[src/rtl/exec_wb_pkg.sv]
// rtl/exec_wb_pkg.sv - op_sel encodings and divide-by-zero result constants
package exec_wb_pkg;

    typedef enum logic [2:0] {
        OP_ALU  = 3'd0,
        OP_MULT = 3'd1,
        OP_DIV  = 3'd2,
        OP_MFHI = 3'd3,
        OP_MFLO = 3'd4,
        OP_LOAD = 3'd5,
        OP_LINK = 3'd6,
        OP_NOP  = 3'd7
    } op_e;

    // Divide by zero: every quotient bit takes this value; hi returns the dividend.
    localparam logic DIV0_LO_BIT = 1'b1;

endpackage

[src/rtl/muldiv_iter.sv]
// rtl/muldiv_iter.sv - radix-2 iterative multiplier/divider, one bit per cycle
module muldiv_iter
    import exec_wb_pkg::*;
#(
    parameter int DATA_W = 32
) (
    input  logic              clk,
    input  logic              rst,
    input  logic              start,
    input  logic              div,
    input  logic              signed_md,
    input  logic [DATA_W-1:0] a,
    input  logic [DATA_W-1:0] b,
    output logic              busy,
    output logic              done,
    output logic [DATA_W-1:0] hi,
    output logic [DATA_W-1:0] lo
);

    localparam int CNT_W = $clog2(DATA_W);

    logic [CNT_W-1:0]    cnt;
    logic                is_div;
    logic                neg_q;
    logic                neg_r;
    logic                b_zero;
    logic [DATA_W-1:0]   opnd;
    logic [DATA_W-1:0]   acc_hi;
    logic [DATA_W-1:0]   acc_lo;
    logic [DATA_W-1:0]   nxt_hi;
    logic [DATA_W-1:0]   nxt_lo;
    logic [DATA_W-1:0]   a_mag;
    logic [DATA_W-1:0]   b_mag;
    logic [DATA_W:0]     sum;
    logic [DATA_W:0]     shifted;
    logic [DATA_W:0]     trial;
    logic [2*DATA_W-1:0] prod;

    // Iterate on magnitudes; signs are reapplied on the final step.
    assign a_mag = (signed_md && a[DATA_W-1]) ? -a : a;
    assign b_mag = (signed_md && b[DATA_W-1]) ? -b : b;
    assign done  = busy && (cnt == CNT_W'(DATA_W - 1));

    always_comb begin
        sum     = {1'b0, acc_hi} + (acc_lo[0] ? {1'b0, opnd} : '0);
        shifted = {acc_hi, acc_lo[DATA_W-1]};
        trial   = shifted - {1'b0, opnd};
        if (is_div) begin
            if (!trial[DATA_W]) begin
                nxt_hi = trial[DATA_W-1:0];
                nxt_lo = {acc_lo[DATA_W-2:0], 1'b1};
            end else begin
                nxt_hi = shifted[DATA_W-1:0];
                nxt_lo = {acc_lo[DATA_W-2:0], 1'b0};
            end
        end else begin
            nxt_hi = sum[DATA_W:1];
            nxt_lo = {sum[0], acc_lo[DATA_W-1:1]};
        end
        prod = neg_q ? -{nxt_hi, nxt_lo} : {nxt_hi, nxt_lo};
        if (is_div) begin
            hi = neg_r ? -nxt_hi : nxt_hi;
            lo = b_zero ? {DATA_W{DIV0_LO_BIT}} : (neg_q ? -nxt_lo : nxt_lo);
        end else begin
            hi = prod[2*DATA_W-1:DATA_W];
            lo = prod[DATA_W-1:0];
        end
    end

    always_ff @(posedge clk) begin
        if (!rst) begin
            busy   <= 1'b0;
            cnt    <= '0;
            is_div <= 1'b0;
            neg_q  <= 1'b0;
            neg_r  <= 1'b0;
            b_zero <= 1'b0;
            opnd   <= '0;
            acc_hi <= '0;
            acc_lo <= '0;
        end else if (start) begin
            busy   <= 1'b1;
            cnt    <= '0;
            is_div <= div;
            neg_q  <= signed_md && (a[DATA_W-1] ^ b[DATA_W-1]);
            neg_r  <= signed_md && a[DATA_W-1];
            b_zero <= (b == '0);
            opnd   <= div ? b_mag : a_mag;
            acc_hi <= '0;
            acc_lo <= div ? a_mag : b_mag;
        end else if (busy) begin
            acc_hi <= nxt_hi;
            acc_lo <= nxt_lo;
            cnt    <= cnt + CNT_W'(1);
            if (done) begin
                busy <= 1'b0;
            end
        end
    end

endmodule

[src/rtl/exec_wb_stage.sv]
// rtl/exec_wb_stage.sv - execute/write-back stage with forwarding and muldiv interlock
module exec_wb_stage
    import exec_wb_pkg::*;
#(
    parameter int DATA_W = 32,
    parameter int ADDR_W = 5,
    parameter int PC_W   = 10
) (
    input  logic              clk,
    input  logic              rst,
    input  logic              in_valid,
    output logic              in_ready,
    input  logic [2:0]        op_sel,
    input  logic              md_signed,
    input  logic [ADDR_W-1:0] rs_addr,
    input  logic [ADDR_W-1:0] rt_addr,
    input  logic [DATA_W-1:0] rs_data,
    input  logic [DATA_W-1:0] rt_data,
    input  logic [ADDR_W-1:0] dest_addr,
    input  logic              reg_we,
    input  logic [DATA_W-1:0] alu_result,
    input  logic [DATA_W-1:0] mem_rdata,
    input  logic [PC_W-1:0]   link_pc,
    output logic [DATA_W-1:0] opa_fwd,
    output logic [DATA_W-1:0] opb_fwd,
    output logic              wb_we,
    output logic [ADDR_W-1:0] wb_addr,
    output logic [DATA_W-1:0] wb_data,
    output logic              md_busy
);

    op_e               op;
    logic              md_op;
    logic              hilo_op;
    logic              wb_op;
    logic              accept;
    logic              md_done;
    logic [DATA_W-1:0] md_hi;
    logic [DATA_W-1:0] md_lo;
    logic [DATA_W-1:0] hi;
    logic [DATA_W-1:0] lo;
    logic [DATA_W-1:0] wb_src;

    assign op      = op_e'(op_sel);
    assign md_op   = (op == OP_MULT) || (op == OP_DIV);
    assign hilo_op = (op == OP_MFHI) || (op == OP_MFLO);
    assign wb_op   = (op == OP_ALU) || (op == OP_LOAD) || (op == OP_LINK) || hilo_op;

    // Only ops that start or read the muldiv unit wait; everything else flows past it.
    assign in_ready = !(md_busy && (md_op || hilo_op));
    assign accept   = in_valid && in_ready;

    assign opa_fwd = (wb_we && (wb_addr == rs_addr)) ? wb_data : rs_data;
    assign opb_fwd = (wb_we && (wb_addr == rt_addr)) ? wb_data : rt_data;

    muldiv_iter #(
        .DATA_W(DATA_W)
    ) u_muldiv (
        .clk       (clk),
        .rst       (rst),
        .start     (accept && md_op),
        .div       (op == OP_DIV),
        .signed_md (md_signed),
        .a         (opa_fwd),
        .b         (opb_fwd),
        .busy      (md_busy),
        .done      (md_done),
        .hi        (md_hi),
        .lo        (md_lo)
    );

    always_comb begin
        wb_src = alu_result;
        case (op)
            OP_LOAD: wb_src = mem_rdata;
            OP_LINK: wb_src = DATA_W'(link_pc);
            OP_MFHI: wb_src = hi;
            OP_MFLO: wb_src = lo;
            default: wb_src = alu_result;
        endcase
    end

    always_ff @(posedge clk) begin
        if (!rst) begin
            hi <= '0;
            lo <= '0;
        end else if (md_done) begin
            hi <= md_hi;
            lo <= md_lo;
        end
    end

    always_ff @(posedge clk) begin
        if (!rst) begin
            wb_we   <= 1'b0;
            wb_addr <= '0;
            wb_data <= '0;
        end else begin
            wb_we <= 1'b0;
            if (accept && wb_op) begin
                wb_we   <= reg_we && (dest_addr != '0);
                wb_addr <= dest_addr;
                wb_data <= wb_src;
            end
        end
    end

endmodule

[config.mk]
export PLATFORM = sky130hd
export DESIGN_NAME = exec_wb_stage
export DESIGN_NICKNAME = d
export VERILOG_FILES = /design/src/rtl/exec_wb_pkg.sv /design/src/rtl/muldiv_iter.sv /design/src/rtl/exec_wb_stage.sv
export SDC_FILE = /design/constraint.sdc
export NUM_CORES = 1
export LEC_CHECK = 0
export CORE_UTILIZATION = 40
export CTS_CLUSTER_SIZE = 25
export DETAILED_ROUTE_END_ITERATION = 10
export REMOVE_ABC_BUFFERS = 1
export SLEW_MARGIN = 0
export SYNTH_ARGS = -nofsm -noshare
export SYNTH_HDL_FRONTEND = slang
export SYNTH_SLANG_ARGS = --single-unit
[constraint.sdc]
create_clock -name clk -period 8 [get_ports clk]
set_clock_uncertainty 0.2 [all_clocks]
set_input_delay 1.6 -clock clk [delete_from_list [all_inputs] [get_ports clk]]
set_output_delay 1.6 -clock clk [all_outputs]
set_load 0.1 [all_outputs]
==> metrics.cfg <==
[worst_setup_path]
worst_path_max_delay_cell = clkdlybuf4s50_1
cp_common_cell = clkdlybuf4s50_1
cp.required_ns = 6.20
critPathTopFamily = buffers and inverters
cp-startpoint = rt_addr[2]
rr_endpoint = hi[28]$_SDFFE_PN0P_
endpoint_kind = primary output
path_class = primary input to primary output
endpoint = opb_fwd[2]
cp_slowest_stage_delay_ns = 0.98
crit_cells = 8
crit_path_cell_trace = clkdlybuf4s50_1 -> xor2_1 -> nor4_1 -> and3_2 -> buf_4 -> mux2i_1 -> inv_1 -> clkdlybuf4s50_1
crit_path_max_fanout = 32
r2r_cells = 14
reg2reg_slack_ns = 1.94
r2r-start = u_muldiv.opnd[23]$_SDFFE_PN0P_
path_buf_inv = 4
cp_data_arrival_time_ns = 5.10
critPathLaunchType = primary input

[global_route]
gr-usage-met1 = 0.4350
use_met2 = 0.5140
grt_pass1_vias = 19730
grt_use_met3 = 0.04537
grt_max_degree = 77
grtUsageTotal = 0.3202
busiest_layer = met2
overflow = 0
grt_pass1_wl_um = 119200
antenna_found_initial = 1

[detailed_routing]
drt-total-wl_um = 78620
wl_per_cell_um = 23.72
ant_nets = 0
drcViolationCount = 0
first_pass_iters = 7
dr.first_iter.drc_count = 2273
vias = 20840
viasPerCell = 6.290

[sta]
fin_tns_setup_ns = 0
maxClockFrequency_ghz = 0.1450
relSlewSlack = 0.1348
hold_ws_ns = 0.2689
layout_min_cycle_time_ns = 6.897
finalCritPeriodShare = 0.8622
setup_viol = 0
hold_viol_final = 0
slew_viol_final = 0
rsz0062_at_grt = false
worst_pin_slew_ns = 1.298

[min_path]
hold_path.class = register to register
hold_depth = 2

[cts]
cts_tree = yes
cts.sinks = 208
worstSkewPairLatency_ns = 0.59
cts_buffers = 27
cts_htree_levels = 1
cts_buffer_depth = 3
cts-root-buf = clkbuf_16
cts-resized-gates = 0
cts-hold-fix-buffers = 0
post_cts_buffers = 0
clkTransAtPathRegs_ns = 0.06

[layout]
drive_gt1_frac = 0.06819
area_growth_pct = 20.89
fill_cells = 4540
nNetsFinal = 2926

[power]
leakage_nw = 8.550
powerDensity_nw_per_um2 = 178.2
ir_drop_uv = 163.2

[synthesis]
yosys.area.top_type = dfxtp_1
synth_edf_count = 0
syn_area_um2 = 18720
ys.flop_type = dfxtp_1
syn_inst = 2543
synth-seq-area-share = 0.2224
syn_area_per_cell_um2 = 7.362
synth_top_area_share = 0.2224
ys_warn_count = 0
yosys-top-cells-area = dfxtp_1 22%, mux2i_1 6.8%, a21oi_1 6.7%
postSynth.asyncResetShare = 0
yosys_register_bits = 208
synth.distinct_cells = 93

[die]
pin_count = 265
start_util = 0.4090
die_h_um = 218.3
rows = 78
die-area_um2 = 47670
coreArea_um2 = 45770
die_w_um = 218.3

[outcome]
status = completed

[place]
dpl.hpwl_um = 59170
gp_congestion = 1.011
portBuffers = 264

[run]
max-cap-violations = 0

## kinds of logic after synthesis
logic type	count (synthesis)	share of synthesized area
adder cells (fa/ha/maj)	72	0.04892
AO/OA/AOI/OAI	840	0.2960
AND/OR/NAND/NOR	806	0.2068
flip-flops	208	0.2224
multiplexers	165	0.09076
buffers and inverters	293	0.06069
XOR/XNOR	159	0.07439
## cell type report
type	instances	area [um^2]	share of cell area
sequential	208	4172	0.1843
clock buffer	35	767.0	0.03389
antenna	1	2.502	0.0001106
multi-input combinational	2042	13450	0.5942
timing repair buffer	304	2925	0.1293
clock inverter	14	152.6	0.006745
tap	600	750.7	0.03317
inverter	110	412.9	0.01825
## worst register-to-register path: cells and delay by family, from the launching register on
kind	cells	cell delay, ns
DFF	1	0.49
AOI/OAI and AO/OA	3	1.14
buffers and inverters	1	0.10
adders and majority gates	1	0.39
and+or+nand+nor	9	3.59
## synth_stat cells (5+ instances only)
master / number
o22ai_1: 5
xor2_1: 36
nand3_1: 44
a211o_1: 8
nor3_1: 57
mux2_2: 38
o221ai_1: 15
a221oi_1: 66
nand4_1: 31
a222oi_1: 20
dfxtp_1: 208
o31ai_1: 21
and2_1: 55
buf_1: 18
xnor2_1: 123
o41ai_1: 5
a21boi_0: 8
a2111oi_0: 6
ha_1: 70
nand2b_1: 9
or2_2: 12
a31oi_1: 56
mux2i_1: 127
nor3b_1: 10
or3_1: 18
nor4_1: 20
nand2_1: 175
nor2b_1: 16
buf_2: 14
o221a_2: 5
a22oi_1: 22
a21oi_1: 250
clkbuf_1: 148
o2111ai_1: 6
inv_1: 108
o211ai_1: 15
and3_1: 19
nor2_1: 297
nand3b_1: 10
o21ai_0: 175
or4_1: 8
a211oi_1: 58
o21a_1: 13
a21o_1: 24
## state kept, by name, summed over array words and instances, names as in the netlist, 5 cells and up
| register | cells |
|---|---|
| u_muldiv.acc_hi | 32 |
| wb_addr | 5 |
| u_muldiv.cnt | 5 |
| hi | 32 |
| wb_data | 32 |
| lo | 32 |
| u_muldiv.acc_lo | 32 |
| u_muldiv.opnd | 32 |
## metal layers
metal	routed length, um	share of wire
met5	0	0
met4	2808	0.036
met3	6134	0.078
met2	35630	0.45
met1	34040	0.43
## placed cells by master (no fill, tap or decap), types with 20 or more instances in the layout
cell / Yosys / final
a211oi_1: 58 / 58
a21o_1: 24 / 24
a21oi_1: 250 / 249
a221oi_1: 66 / 66
a222oi_1: 20 / 20
a22oi_1: 22 / 22
a31oi_1: 56 / 56
and2_1: 55 / 53
buf_4: 1 / 41
clkbuf_16: 0 / 28
clkdlybuf4s50_1: 0 / 260
dfxtp_1: 208 / 206
ha_1: 70 / 70
inv_1: 108 / 107
mux2_2: 38 / 38
mux2i_1: 127 / 127
nand2_1: 175 / 174
nand3_1: 44 / 44
nand4_1: 31 / 31
nor2_1: 297 / 294
nor3_1: 57 / 56
nor4_1: 20 / 20
o21ai_0: 175 / 175
o31ai_1: 21 / 21
xnor2_1: 123 / 123
xor2_1: 36 / 36
## worst min-delay path by stage
| stage | from | to | slack (ns) |
|---|---|---|---|
| final | hi[3]$_SDFFE_PN0P_ | hi[3]$_SDFFE_PN0P_ | 0.27 |
| after global routing | hi[0]$_SDFFE_PN0P_ | hi[0]$_SDFFE_PN0P_ | 0.29 |
| after CTS | hi[2]$_SDFFE_PN0P_ | hi[2]$_SDFFE_PN0P_ | 0.27 |
| after detailed placement | hi[2]$_SDFFE_PN0P_ | hi[2]$_SDFFE_PN0P_ | 0.26 |
| after global placement | hi[2]$_SDFFE_PN0P_ | hi[2]$_SDFFE_PN0P_ | 0.25 |
| after floorplan | hi[2]$_SDFFE_PN0P_ | hi[2]$_SDFFE_PN0P_ | 0.23 |
## through the flow
stage	worst slack [ns]	cell area [um^2]	util	power (mW)	instances
3_5_place_dp	1.080	21710	0.4743	2.731	3264
3_3_place_gp	1.135	21710	0.4743	2.724	3264
6_report	1.103	22630	0.4944	4.034	3314
2_1_floorplan	0.5213	18000	-	2.202	2360
4_1_cts	1.086	22630	0.4944	4.014	3313
5_1_grt	0.9072	22630	0.4944	4.189	3314
## where the power goes
group / switching, mW / leakage (nW) / internal [mW]
registers: 0.0764 / 1.69 / 1.08
logic: 1.07 / 6.42 / 0.520
clock network: 0.543 / 0.432 / 0.744
total: 1.69 / 8.55 / 2.35
(Power assumes the default switching activity.)
